==> src/rtl/store_checker_pkg.sv <==
// Shared types and constants for the store checker: FSM state encoding,
// default timeout and counter widths.
package store_checker_pkg;

  typedef enum logic [1:0] {
    IDLE = 2'd0,
    RUN  = 2'd1,
    PASS = 2'd2,
    FAIL = 2'd3
  } state_t;

  localparam int DEFAULT_TIMEOUT = 200;
  localparam int STRAY_W         = 16;
  localparam int DATA_W          = 32;

endpackage

==> src/rtl/store_expect_table.sv <==
// Expected-store table: DEPTH entries of {address, data}, one write port and
// one combinational read port, cleared asynchronously on reset.
module store_expect_table
  import store_checker_pkg::*;
#(
  parameter int DEPTH = 4
) (
  input  logic                       clk,
  input  logic                       reset,
  input  logic                       wr_en,
  input  logic [$clog2(DEPTH)-1:0]   wr_idx,
  input  logic [DATA_W-1:0]          wr_adr,
  input  logic [DATA_W-1:0]          wr_data,
  input  logic [$clog2(DEPTH)-1:0]   rd_idx,
  output logic [DATA_W-1:0]          rd_adr,
  output logic [DATA_W-1:0]          rd_data
);

  logic [2*DATA_W-1:0] mem [DEPTH];

  always_ff @(posedge clk or posedge reset) begin
    if (reset) begin
      for (int i = 0; i < DEPTH; i++) mem[i] <= '0;
    end else if (wr_en) begin
      mem[wr_idx] <= {wr_adr, wr_data};
    end
  end

  assign {rd_adr, rd_data} = mem[rd_idx];

endmodule

==> config.mk <==
export PLATFORM = sky130hd
export DESIGN_NAME = store_expect_table
export DESIGN_NICKNAME = d
export VERILOG_FILES = /design/src/rtl/store_checker_pkg.sv /design/src/rtl/store_expect_table.sv
export SDC_FILE = /design/constraint.sdc
export NUM_CORES = 1
export LEC_CHECK = 0
export BUFFER_PORTS_ARGS = -buffer_cell sky130_fd_sc_hd__buf_4
export CAP_MARGIN = 20
export CORE_UTILIZATION = 54
export DETAILED_ROUTE_END_ITERATION = 7
export GPL_TIMING_DRIVEN = 0
export PLACE_DENSITY_LB_ADDON = 0.1
export SLEW_MARGIN = 10
export SYNTH_ARGS = -nofsm -noshare
export SYNTH_HDL_FRONTEND = slang
export SYNTH_SLANG_ARGS = --single-unit
==> constraint.sdc <==
create_clock -name clk -period 21.3 [get_ports clk]
set_clock_uncertainty 0.2 [all_clocks]
set_input_delay 4.26 -clock clk [delete_from_list [all_inputs] [get_ports clk]]
set_output_delay 4.26 -clock clk [all_outputs]
set_load 0.05 [all_outputs]
Word-level counts from Yosys, hierarchy flattened --
Index checks and enable logic that the tools add are counted.
Storage, ports and cells: input port bits 71, logic and storage cells 16, register bits after elaboration 256, output and inout bits 64
Cells by class: reductions and logical operators 1, muxes and demuxes 6, bitwise operators 2, order comparisons 3
Operators by type and width (count):
- 256-bit bitwise mux | 1
- 64-bit two-way mux | 3
- 64-bit binary-select mux with 2-bit select | 1
- 64-bit demux with 2-bit select | 1
- 3-bit greater-or-equal comparator (second input constant) | 2
- 2-bit NOT with 3-bit output | 2
- 3-bit by 1-bit less-than comparator with 1-bit output (second input constant) | 1
- 1-bit logical AND | 1

Logic depth before layout (Yosys ltp) --
depth in word-level cells 6, gate-level depth with buffers 4, gate-level depth less buffers 2

Worst setup path before layout --
Ideal clock, no wire load.
path kind input-to-output, start point input port rd_idx[1], end point output port rd_adr[0], path slack 11.514 ns, path buffers 2, data required time 16.840 ns, stages on the path 3, data arrival time 5.326 ns, path through buf_4 > buf_4 > mux4_2
On the way: longest elaborated chain between the ends 4
RTL lines:
- start, declared | RTL line store_expect_table.sv:14 | input logic [$clog2(DEPTH)-1:0] rd_idx,
- 2-bit NOT with 3-bit output (not written as such) | RTL line store_expect_table.sv:29 | assign {rd_adr, rd_data} = mem[rd_idx];
- 64-bit binary-select mux with 2-bit select | RTL line store_expect_table.sv:29
- 64-bit two-way mux (not written as such) (2 in a row) | RTL line store_expect_table.sv:29
- end, declared | RTL line store_expect_table.sv:15 | output logic [DATA_W-1:0] rd_adr,
Every way passes these cells. The select of a mux whose other input is x is not followed.

Worst setup path after layout --
start point input port rd_idx[0], end point output port rd_data[26]
On the way: longest elaborated chain between the ends 4
RTL lines:
- 2-bit NOT with 3-bit output (not written as such) | RTL line store_expect_table.sv:29
- 64-bit binary-select mux with 2-bit select | RTL line store_expect_table.sv:29
- 64-bit two-way mux (not written as such) (2 in a row) | RTL line store_expect_table.sv:29
- end, declared | RTL line store_expect_table.sv:16 | output logic [DATA_W-1:0] rd_data
Every way passes these cells. The select of a mux whose other input is x is not followed.

==> qor.yml <==
wl_per_cell_microns: 22.4
reg2regPathDepth: 1
rsz0062_at_grt: "no"
endpoint: "rd_data[26]"
maxSlewHeadroom: 0.592
report.final.slew_viol_count: 0
die_x_microns: 148
drive_above_1_share: 0.594
grt_pass1_wl_mm: 39.0
max-vdd-ir-drop_v: 0.0000775
critical_path_class: "in -> out"
muxShareOfSynthArea: 0.412
synth-simple-area-share: 0.00324
synth_cell_types: 12
postLayoutCellArea_sq_mm: 0.0139
syn_inst: 622
die_height_microns: 148
cts_hold_buf: 0
setup_viol: 0
dieArea_sq_mm: 0.0220
numCtsBuffers: 27
coreArea_sq_mm: 0.0210
fillCellCount: 1410
mostFrequentLayoutCells: "dfrtp_1 (256), buf_4 (149), mux2_4 (120), mux2_2 (71), mux2_1 (65)"
postCtsSetupBuffers: 0
area_delta_synth_final_pct: 20.3
power_density_mw_per_mm2: 108
leakagePower_nw: 6.48
power_w: 0.00150
n_antenna_cell: 0
rr_endpoint: "mem[224]$_DFFE_PP0P_"
synth_xor_area_frac: 0
cts.sinks: 256
clkTransAtPathRegs_ns: 0.06
worst_skew_pair.late_latency_ns: 0.52
final_nets: 856
grt_pass1_vias: 6835
r2r_setup_slack_ns: 20.30
worst_pin_slew_ns: 0.612
place_hpwl_mm: 15.9
syn_area_sq_mm: 0.0116
fin_tns_setup_ns: 0
viasPerCell: 5.69
antenna_found_initial: 0
clock.fmax_ghz: 0.0993
cp-end-kind: "primary output"
drc: 0
dpl_cell_area_sq_mm: 0.0130
ys_ff_latch: 256
top_register: "mem"
fp-row-count: 53
period_needed_ns: 10.07
gp_congestion: 0.768
worstPathMaxFanout: 10
final_common_cell: "dfrtp_1"
initialDrtViolationCount: 292
numPortBuffers: 132
crit_start: "rd_idx[0]"
synth_fp_nets: 693
reg_top3: "mem: 256 flops"
cts_tree: "done"
period_share: 0.473
worstPathRequired_ns: 16.84
synth-adder-area-share: 0
grt_use_total: 0.230
postRouteAntennaNets: 0
outcome: "completed"
num_io_pins: 135
dr.pass1.iters: 4
worstReg2RegStart: "mem[224]$_DFFE_PP0P_"
initial_core_util: 0.551
largest_reg_flops: 256
yosysSeqAreaShare: 0.553
post_cts_resize_count: 0
yosysWarnings: 0
cts-htree-levels: 1
grt-ovfl-total: 0
cts_root_buf: "clkbuf_16"
vias: 6145
synth_compound_area_frac: 0
critPathLaunchType: "input pin"
avgSynthCellArea_sq_um: 18.6
wl_mm: 24.2
hold_violations: 0
arrival_ns: 5.61
clockBufferDepth: 3
synth_top_family_by_area: "multiplexers"
worst_hold_path_type: "reg -> reg"
grt_max_degree: 91
timing.max_cap.violations: 0
==> layer usage <==
layer,vias to the layer above,GRT usage,part of all wire
li1,2663,-,-
met1,3317,0.316,0.43
met2,126,0.379,0.50
met3,39,0.0402,0.041
met4,0,0.0624,0.023
met5,-,0,0
==> synthesized netlist by cell type <==
master | n | area, sq um
dfrtp_1 | 256 | 6410
mux2_4 | 120 | 1800
mux2_2 | 71 | 800
mux2_1 | 65 | 732
mux4_2 | 64 | 1440
buf_6 | 18 | 203
buf_4 | 17 | 128
buf_2 | 6 | 30.0
nand3b_1 | 2 | 15.0
inv_1 | 1 | 3.75
nand3_2 | 1 | 10.0
nor3b_2 | 1 | 12.5
==> power by group <==
group | total (W) | internal, W | switching [W]
Combinational | 0.000376 | 0.000184 | 0.000191
Clock | 0.000498 | 0.000308 | 0.000190
Sequential | 0.000628 | 0.000579 | 0.0000490
==> cell families after synthesis <==
family,after synthesis
buffers and inverters,42
flip-flops,256
AND/OR/NAND/NOR,4
multiplexers,320
==> metrics by stage <==
| stage | worst slack [ns] | cells | util | hold slack, ns |
|---|---|---|---|---|
| after floorplan | 9.80 | 622 | - | 0.253 |
| after detailed placement | 11.21 | 1031 | 0.617 | 0.274 |
| after global placement | 7.92 | 1029 | 0.614 | 0.262 |
| final | 11.23 | 1080 | 0.663 | 0.284 |
| after global routing | 11.17 | 1080 | 0.663 | 0.299 |
| after CTS | 11.21 | 1080 | 0.663 | 0.288 |
==> final cells by class <==
type                    count  area [sq um]  area share
plain buffers              41           360      0.0259
clock buffers              39           801      0.0575
clock inverters            10           153      0.0110
inverters                   1          11.3    0.000808
multi-input cells         324          4810       0.345
flip-flops and latches    256          6410       0.460
well taps                 275           344      0.0247
repair buffers            134          1050      0.0751
==> how the worst min path moves through the flow <==
stage,cells after the start,endpoint,from
2_1_floorplan,1,mem[192]$_DFFE_PP0P_,mem[192]$_DFFE_PP0P_
3_3_place_gp,1,mem[249]$_DFFE_PP0P_,mem[249]$_DFFE_PP0P_
3_5_place_dp,1,mem[197]$_DFFE_PP0P_,mem[197]$_DFFE_PP0P_
4_1_cts,1,mem[229]$_DFFE_PP0P_,mem[229]$_DFFE_PP0P_
5_1_grt,1,mem[235]$_DFFE_PP0P_,mem[235]$_DFFE_PP0P_
6_report,1,mem[197]$_DFFE_PP0P_,mem[197]$_DFFE_PP0P_
==> worst max-delay path: stages <==
cell	delay (ns)
buf_4	0.22
buf_4	0.29
buf_4	0.26
mux4_2	0.36
buf_4	0.21
(Power assumes the default switching activity.)
